### src/rtl/risc_register_file.sv
// -----------------------------------------------------------------------------
// risc_register_file
//
// Architectural integer register file for the RISC-V core. Two independent
// read ports (A = rs1, B = rs2) answer operand-fetch requests from the
// instruction handler, and one write port accepts ALU write-back. Every
// response is a registered, unconditional one-cycle reply: the block never
// stalls its requesters.
//
// Ports:
//   clk                  - system clock, all state updates on posedge
//   reset                - asynchronous, active-high reset
//   reg_rd_addr_a        - port A read index (rs1)
//   reg_rd_addr_a_valid  - port A request valid (level-sensitive)
//   reg_rd_data_a        - port A read data (registered)
//   reg_rd_data_a_ack    - port A data valid
//   reg_rd_addr_b        - port B read index (rs2)
//   reg_rd_addr_b_valid  - port B request valid (level-sensitive)
//   reg_rd_data_b        - port B read data (registered)
//   reg_rd_data_b_ack    - port B data valid
//   reg_wr_addr          - write-back index (rd)
//   reg_wr_data          - write-back data
//   reg_wr_valid         - write request
//   reg_wr_ack           - write accepted, one pulse per accepted write
//   wr_done              - write-back complete, routed to the handler's done
// -----------------------------------------------------------------------------
module risc_register_file #(
    parameter int DATA_WIDTH = 32,
    parameter int ADDR_WIDTH = 5,
    parameter int ZERO_REG   = 1
) (
    input  logic                  clk,
    input  logic                  reset,

    input  logic [ADDR_WIDTH-1:0] reg_rd_addr_a,
    input  logic                  reg_rd_addr_a_valid,
    output logic [DATA_WIDTH-1:0] reg_rd_data_a,
    output logic                  reg_rd_data_a_ack,

    input  logic [ADDR_WIDTH-1:0] reg_rd_addr_b,
    input  logic                  reg_rd_addr_b_valid,
    output logic [DATA_WIDTH-1:0] reg_rd_data_b,
    output logic                  reg_rd_data_b_ack,

    input  logic [ADDR_WIDTH-1:0] reg_wr_addr,
    input  logic [DATA_WIDTH-1:0] reg_wr_data,
    input  logic                  reg_wr_valid,
    output logic                  reg_wr_ack,
    output logic                  wr_done
);

    localparam int DEPTH = 2 ** ADDR_WIDTH;

    // Storage and registered outputs
    logic [DATA_WIDTH-1:0] mem_q [DEPTH];
    logic [DATA_WIDTH-1:0] mem_d [DEPTH];

    logic [DATA_WIDTH-1:0] rdDataA_q, rdDataA_d;
    logic                  rdAckA_q,  rdAckA_d;
    logic [DATA_WIDTH-1:0] rdDataB_q, rdDataB_d;
    logic                  rdAckB_q,  rdAckB_d;
    logic                  wrAck_q,   wrAck_d;
    logic                  wrDone_q,  wrDone_d;

    // Decoded write qualifiers
    logic wrToZero;
    logic wrEnable;

    // Index 0 is only special when the hardwired-zero register is enabled.
    function automatic logic isZeroIndex(input logic [ADDR_WIDTH-1:0] addr);
        return (ZERO_REG != 0) && (addr == '0);
    endfunction

    // Value a read port captures this cycle. A concurrent write to the same
    // index is forwarded so the reader never sees the stale entry; the zero
    // register is checked first so a discarded write to x0 is never forwarded.
    function automatic logic [DATA_WIDTH-1:0] readLookup(
        input logic [ADDR_WIDTH-1:0] addr,
        input logic                  wrValid,
        input logic [ADDR_WIDTH-1:0] wrAddr,
        input logic [DATA_WIDTH-1:0] wrData,
        input logic [DATA_WIDTH-1:0] stored
    );
        logic [DATA_WIDTH-1:0] value;
        value = stored;
        if (isZeroIndex(addr)) begin
            value = '0;
        end else if (wrValid && (wrAddr == addr)) begin
            value = wrData;
        end
        return value;
    endfunction

    // Writes to the hardwired zero register are still acknowledged but must
    // leave storage untouched.
    always_comb begin
        wrToZero = isZeroIndex(reg_wr_addr);
        wrEnable = reg_wr_valid && !wrToZero;
    end

    // Next-state storage: at most one entry changes per cycle.
    always_comb begin
        for (int i = 0; i < DEPTH; i++) begin
            mem_d[i] = mem_q[i];
        end
        if (wrEnable) begin
            mem_d[reg_wr_addr] = reg_wr_data;
        end
    end

    // Port A: data only moves on a valid request; otherwise it holds so the
    // handler can keep reading the last operand after ack drops.
    always_comb begin
        rdDataA_d = rdDataA_q;
        rdAckA_d  = reg_rd_addr_a_valid;
        if (reg_rd_addr_a_valid) begin
            rdDataA_d = readLookup(reg_rd_addr_a, reg_wr_valid, reg_wr_addr,
                                   reg_wr_data, mem_q[reg_rd_addr_a]);
        end
    end

    // Port B: identical to port A and fully independent of it.
    always_comb begin
        rdDataB_d = rdDataB_q;
        rdAckB_d  = reg_rd_addr_b_valid;
        if (reg_rd_addr_b_valid) begin
            rdDataB_d = readLookup(reg_rd_addr_b, reg_wr_valid, reg_wr_addr,
                                   reg_wr_data, mem_q[reg_rd_addr_b]);
        end
    end

    // Write handshake: every sampled request is acknowledged, including the
    // discarded x0 writes, so the handler always gets its done pulse.
    always_comb begin
        wrAck_d  = reg_wr_valid;
        wrDone_d = reg_wr_valid;
    end

    // State registers. Reset is asynchronous so outputs drop the moment it
    // asserts and any request sampled before the next edge is lost.
    always_ff @(posedge clk or posedge reset) begin
        if (reset) begin
            for (int i = 0; i < DEPTH; i++) begin
                mem_q[i] <= '0;
            end
            rdDataA_q <= '0;
            rdAckA_q  <= 1'b0;
            rdDataB_q <= '0;
            rdAckB_q  <= 1'b0;
            wrAck_q   <= 1'b0;
            wrDone_q  <= 1'b0;
        end else begin
            for (int i = 0; i < DEPTH; i++) begin
                mem_q[i] <= mem_d[i];
            end
            rdDataA_q <= rdDataA_d;
            rdAckA_q  <= rdAckA_d;
            rdDataB_q <= rdDataB_d;
            rdAckB_q  <= rdAckB_d;
            wrAck_q   <= wrAck_d;
            wrDone_q  <= wrDone_d;
        end
    end

    // All outputs come straight from flops.
    assign reg_rd_data_a     = rdDataA_q;
    assign reg_rd_data_a_ack = rdAckA_q;
    assign reg_rd_data_b     = rdDataB_q;
    assign reg_rd_data_b_ack = rdAckB_q;
    assign reg_wr_ack        = wrAck_q;
    assign wr_done           = wrDone_q;

endmodule

### config.mk
export PLATFORM = sky130hd
export DESIGN_NAME = risc_register_file
export DESIGN_NICKNAME = d
export VERILOG_FILES = /design/src/rtl/risc_register_file.sv
export SDC_FILE = /design/constraint.sdc
export NUM_CORES = 2
export LEC_CHECK = 0
export BUFFER_PORTS_ARGS = -buffer_cell sky130_fd_sc_hd__buf_2
export CORE_ASPECT_RATIO = 0.6
export CORE_UTILIZATION = 28
export CTS_CLUSTER_SIZE = 20
export DETAILED_ROUTE_END_ITERATION = 12
export PLACE_DENSITY_LB_ADDON = 0.08
export SETUP_SLACK_MARGIN = 0.15
export SYNTH_ARGS = -nofsm -noshare
export SYNTH_HDL_FRONTEND = slang
export SYNTH_SLANG_ARGS = --single-unit
export TNS_END_PERCENT = 1
### constraint.sdc
create_clock -name clk -period 42.8 [get_ports clk]
set_input_delay 8.56 -clock clk [delete_from_list [all_inputs] [get_ports clk]]
set_output_delay 8.56 -clock clk [all_outputs]
set_load 0.05 [all_outputs]
* After elaboration in Yosys (flattened, before gate mapping) *
Index checks and enable logic that the tools add are counted.

storage, ports and cells
  register bits = 1091
  input port bits = 52
  word-level logic and storage cells = 67
  output and inout port bits = 68

cells by class
  mux-type cells = 13
  reduce and logical (&&, ||, !) cells = 8
  order comparisons = 4
  bitwise operators = 3
  equal/unequal tests = 2

operators with widths
  cell                  number
  $bwmux W1024          1
  $bmux W32 S5          2
  $mux W32              9
  $demux W32 S5         1
  $ge A6 B6 Y1 const B  3
  $not A5 Y6            3
  $logic_not A5 Y1      3
  $eq A5 B5 Y1          2
  $lt A6 B1 Y1 const B  1
  $logic_and A1 B1 Y1   4
  $logic_not A1 Y1      1

* Depth between registers and ports, before layout *
  depth in word-level cells = 6
  mapped depth = 9
  depth with buffers taken out = 5

* Worst setup path after synthesis *
OpenSTA, ideal clock, no wires.

  path kind = input to register
  from = input reg_rd_addr_a[0]
  to = register rdDataA_q[20], in the netlist reg_rd_data_a[20]
  arrival = 10.378 ns
  path slack = 32.291 ns
  buffers on the path = 4
  required time = 42.668 ns
  stages on the path = 8
  setup time = 0.132 ns
  path through = buf_6 > buf_2 > buf_2 > buf_1 > mux4_2 > a22oi_1 > a21oi_1 > or3b_1

between the ends
  longest elaborated chain between the ends = 6
  elaborated cells between the ends (all ways) = 9
  classes of those cells = eq/ne: 1; mux: 5; bitwise: 1; reduce/logical: 2

ends and longest elaborated chain
  what                                          RTL line  text
  from (decl)                                   35        input logic [ADDR_WIDTH-1:0] reg_rd_addr_a,
  $not A5 Y6 (implied by the code)              118       reg_wr_data, mem_q[reg_rd_addr_a]);
  $bmux W32 S5                                  118
  $mux W32 (implied by the code) (2 in series)  118
  $mux W32                                      88        end else if (wrValid && (wrAddr == addr)) begin
  $mux W32 (*)                                  86        if (isZeroIndex(addr)) begin
  to (signal assigned)                          156       rdDataA_q <= rdDataA_d;
  to (decl)                                     58        logic [DATA_WIDTH-1:0] rdDataA_q, rdDataA_d;

Mark *: on every way between the ends. The rest lies on a longest branch, timed or not. The select of a mux whose other input is x is not followed.
A chain may end at the register's enable or synchronous reset.

* Worst setup path after layout *
  from = input reg_rd_addr_b[0]
  to = register rdDataB_q[3], in the netlist reg_rd_data_b[3]

between the ends
  longest elaborated chain between the ends = 6
  elaborated cells between the ends (all ways) = 9
  classes of those cells = eq/ne: 1; mux: 5; bitwise: 1; reduce/logical: 2

ends and longest elaborated chain
  what                                          RTL line  text
  from (decl)                                   40        input logic [ADDR_WIDTH-1:0] reg_rd_addr_b,
  $not A5 Y6 (implied by the code)              128       reg_wr_data, mem_q[reg_rd_addr_b]);
  $bmux W32 S5                                  128
  $mux W32 (implied by the code) (2 in series)  128
  $mux W32                                      88
  $mux W32 (*)                                  86
  to (signal assigned)                          158       rdDataB_q <= rdDataB_d;
  to (decl)                                     60        logic [DATA_WIDTH-1:0] rdDataB_q, rdDataB_d;

Marked as above.

==> results.cfg <==
[synthesis]
yosysUniqueCellTypes = 38
synth-seq-area-share = 0.474
ys_ff_latch = 1091
syn-cell-area_mm2 = 0.0576
synth_edf_count = 0
synth.avg_cell_area_um2 = 14.0
ys.flop_type = dfrtp_1
syn_nets = 4160
async_flop_share = 1.00
synthCells = 4108
yosys_warnings = 0

[cells_and_area]
drive_gt1_frac = 0.448
final_net_count = 4019
final_cells = 6796
final_area_mm2 = 0.0647
area_growth_pct = 12.3
utilization = 0.318

[sta]
finalCritPeriodShare = 0.309
finalSetupViolCount = 0
slew_headroom = 0.222
min_period_ns = 13.21
holdWs_ns = 0.394
worst_slew_pin_slew_ns = 1.17
hold_viol = 0
drv_slew = 0
rsz0062_at_grt = false
fin_ws_ns = 29.59
clock.fmax_mhz = 75.7
tns_ns = 0
fin_skew_ns = 0.0164

[global_route]
grt_max_degree = 154
grt_pass1_wl_mm = 316
grt.total_usage = 0.213
overflow = 0
grt_pass1_vias = 38619
antenna_found_initial = 17

[routing]
routed-wl-met2_mm = 96.1
drc = 0
drt-met1-wl_mm = 106
routed_wirelength_mm = 221
first_iter_violations = 3230
drtPass1Iterations = 9
wl_per_cell_um = 32.5
viasPerCell = 5.57
ant_nets = 0
vias = 37866
highest_layer = met4
dr_wl_met3_mm = 12.9

[setup_path]
worstSetupPathType = in2reg
r2r_setup_slack_ns = 40.90
critPathMaxFanout = 46
cp_data_required_time_ns = 43.41
reg2reg_to = reg_rd_data_b[26]
critical-path-top-delay-family = buffers and inverters
arrival_ns = 13.82
crit_slowest_cell = buf_4
crit_chain = buf_8 -> buf_4 -> buf_4 -> buf_4 -> buf_4 -> mux4_2 -> nand2_1 -> nand2_1 -> a222oi_1 -> or3b_1
start_kind = primary input
r2r_cells = 5
cp_slowest_stage_delay_ns = 0.86
critPathBufInv = 5
worst_setup_path_end_kind = register
crit_top_cell = buf_4
worstReg2RegStart = mem_q[954]

[placed_design]
placed_cell_area_mm2 = 0.0607
dp_slack_ns = 28.68
io_buffers = 119
post-dp-hpwl_mm = 119
globalplace.congestion = 0.723
placed_cells_incl_taps = 6577

[power_and_ir_drop]
peakVddDrop_v = 0.0000303
p_total_mw = 3.10
power_density_mw_per_mm2 = 47.9
power.leakage_nw = 27.6

[hold_path]
hp-class = reg2reg
hp-start = mem_q[1023]
min_to = mem_q[1023]
worstHoldPathCells = 0

[clock_tree]
cts.clk_slew.worst_paths_ns = 0.06
ctsResizeCount = 0
post_cts_buffers = 0
tritoncts = done
numCtsBuffers = 118
cts_sinks = 1091
postCtsHoldBufs = 0
clockRootBuffer = clkbuf_16
clk_path_buf_depth = 3
h-tree-depth = 3
clk_latency_ns = 0.74

[run_status]
status = completed

[floorplan]
die-area_mm2 = 0.208
io-pin-count = 120
die_w_um = 588
num_rows = 128
die_y_um = 353
start_util = 0.283
coreArea_mm2 = 0.204

[flow_run]
drv_cap = 0
-- how the worst max path moves through the flow --
| stage | start | endpoint | slack (ns) | cells after the start |
|---|---|---|---|---|
| after floorplan | reset | mem_q[0] | 3.52 | 1 |
| after global placement | reg_rd_addr_b[0] | reg_rd_data_b[0] | 28.70 | 10 |
| after detailed placement | reg_rd_addr_b[0] | reg_rd_data_b[3] | 28.68 | 10 |
| after CTS | reg_rd_addr_b[0] | reg_rd_data_b[3] | 29.49 | 10 |
| after global routing | reg_rd_addr_b[0] | reg_rd_data_b[1] | 29.22 | 10 |
| final | reg_rd_addr_b[0] | reg_rd_data_b[3] | 29.59 | 10 |
-- logic make-up (layout without fill, tap and decap cells) --
kind of cell              count (synthesis)  after routing  share of synthesized area
muxes                                  1632           1632                      0.389
DFF                                    1091           1091                      0.474
AOI/OAI and AO/OA                       584            584                     0.0734
buffers and inverters                   473            429                     0.0349
and+or+nand+nor                         318            318                     0.0276
xor gates and xnor gates                 10             10                    0.00152
other                                     0              2                          0
-- state kept, by name, summed over array words and instances, names as in the netlist --
name               flops
wr_done                1
reg_rd_data_a         32
mem_q               1024
reg_rd_data_b         32
reg_rd_data_b_ack      1
reg_rd_data_a_ack      1
-- synth_stat cells, types with 5 or more instances --
cell type	number	share of area
mux2i_1	256	0.044
buf_4	5	0.00065
buf_1	76	0.0050
a22oi_1	64	0.0083
a221oi_1	128	0.019
mux2_2	992	0.19
a21oi_1	128	0.011
nand2_1	210	0.014
clkbuf_1	256	0.017
mux4_2	384	0.15
o21ai_0	64	0.0056
buf_2	118	0.010
buf_6	9	0.0018
nor3_1	5	0.00043
nor2_1	17	0.0011
dfrtp_1	1091	0.47
o211ai_1	130	0.017
or3b_1	64	0.0097
a222oi_1	64	0.011
xnor2_1	10	0.0015
-- cells in the final DEF (no fill, tap or decap), types with 3 or more instances in the layout --
cell / synthesis / layout
nand2_2: 0 / 6
nor3b_1: 4 / 4
a22oi_1: 64 / 64
nand2_1: 210 / 195
mux4_2: 384 / 384
clkinv_2: 0 / 21
nor3_1: 5 / 3
nand3b_1: 4 / 4
o21ai_0: 64 / 64
clkbuf_8: 0 / 37
or3b_1: 64 / 64
buf_12: 0 / 7
inv_6: 0 / 6
clkinvlp_4: 0 / 3
buf_8: 0 / 4
o211ai_1: 130 / 130
bufinv_16: 0 / 7
a222oi_1: 64 / 64
buf_4: 5 / 77
xnor2_1: 10 / 10
dfrtp_1: 1091 / 1091
a221oi_1: 128 / 128
buf_2: 118 / 113
clkbuf_16: 0 / 121
mux2i_1: 256 / 256
nand2_4: 0 / 9
mux2_2: 992 / 992
clkbuf_1: 256 / 24
a21oi_1: 128 / 128
nor2_4: 0 / 16
-- area by class of cell --
| cell class | count | area [um2] |
|---|---|---|
| Clock buffer | 182 | 3630 |
| Multi-Input combinational cell | 2544 | 28500 |
| Sequential cell | 1091 | 27300 |
| Fill cell | 20140 | 139000 |
| Inverter | 9 | 56.3 |
| Antenna cell | 2 | 5.00 |
| Timing Repair Buffer | 203 | 1370 |
| Tap cell | 2730 | 3420 |
| Clock inverter | 35 | 373 |
-- worst register-to-register path, cell delays in order (launching register included) --
cell and delay (ns):
dfrtp_1 0.37, mux2i_1 0.09, a221oi_1 0.46, o21ai_0 0.15
a21oi_1 0.58, or3b_1 0.20
-- power by group --
group	total (mW)	switching, mW	internal (mW)
Sequential	1.38	0.149	1.23
Combinational	0.638	0.304	0.334
Clock	1.09	0.465	0.621
Total	3.10	0.919	2.18
-- routing by layer --
metal  vias up  track usage
met4         0       0.0548
met5         -            0
met2      1116        0.317
met3       299       0.0422
met1     20764        0.313
li1      15687            -
Note: power is estimated with default switching activity, not from simulation.
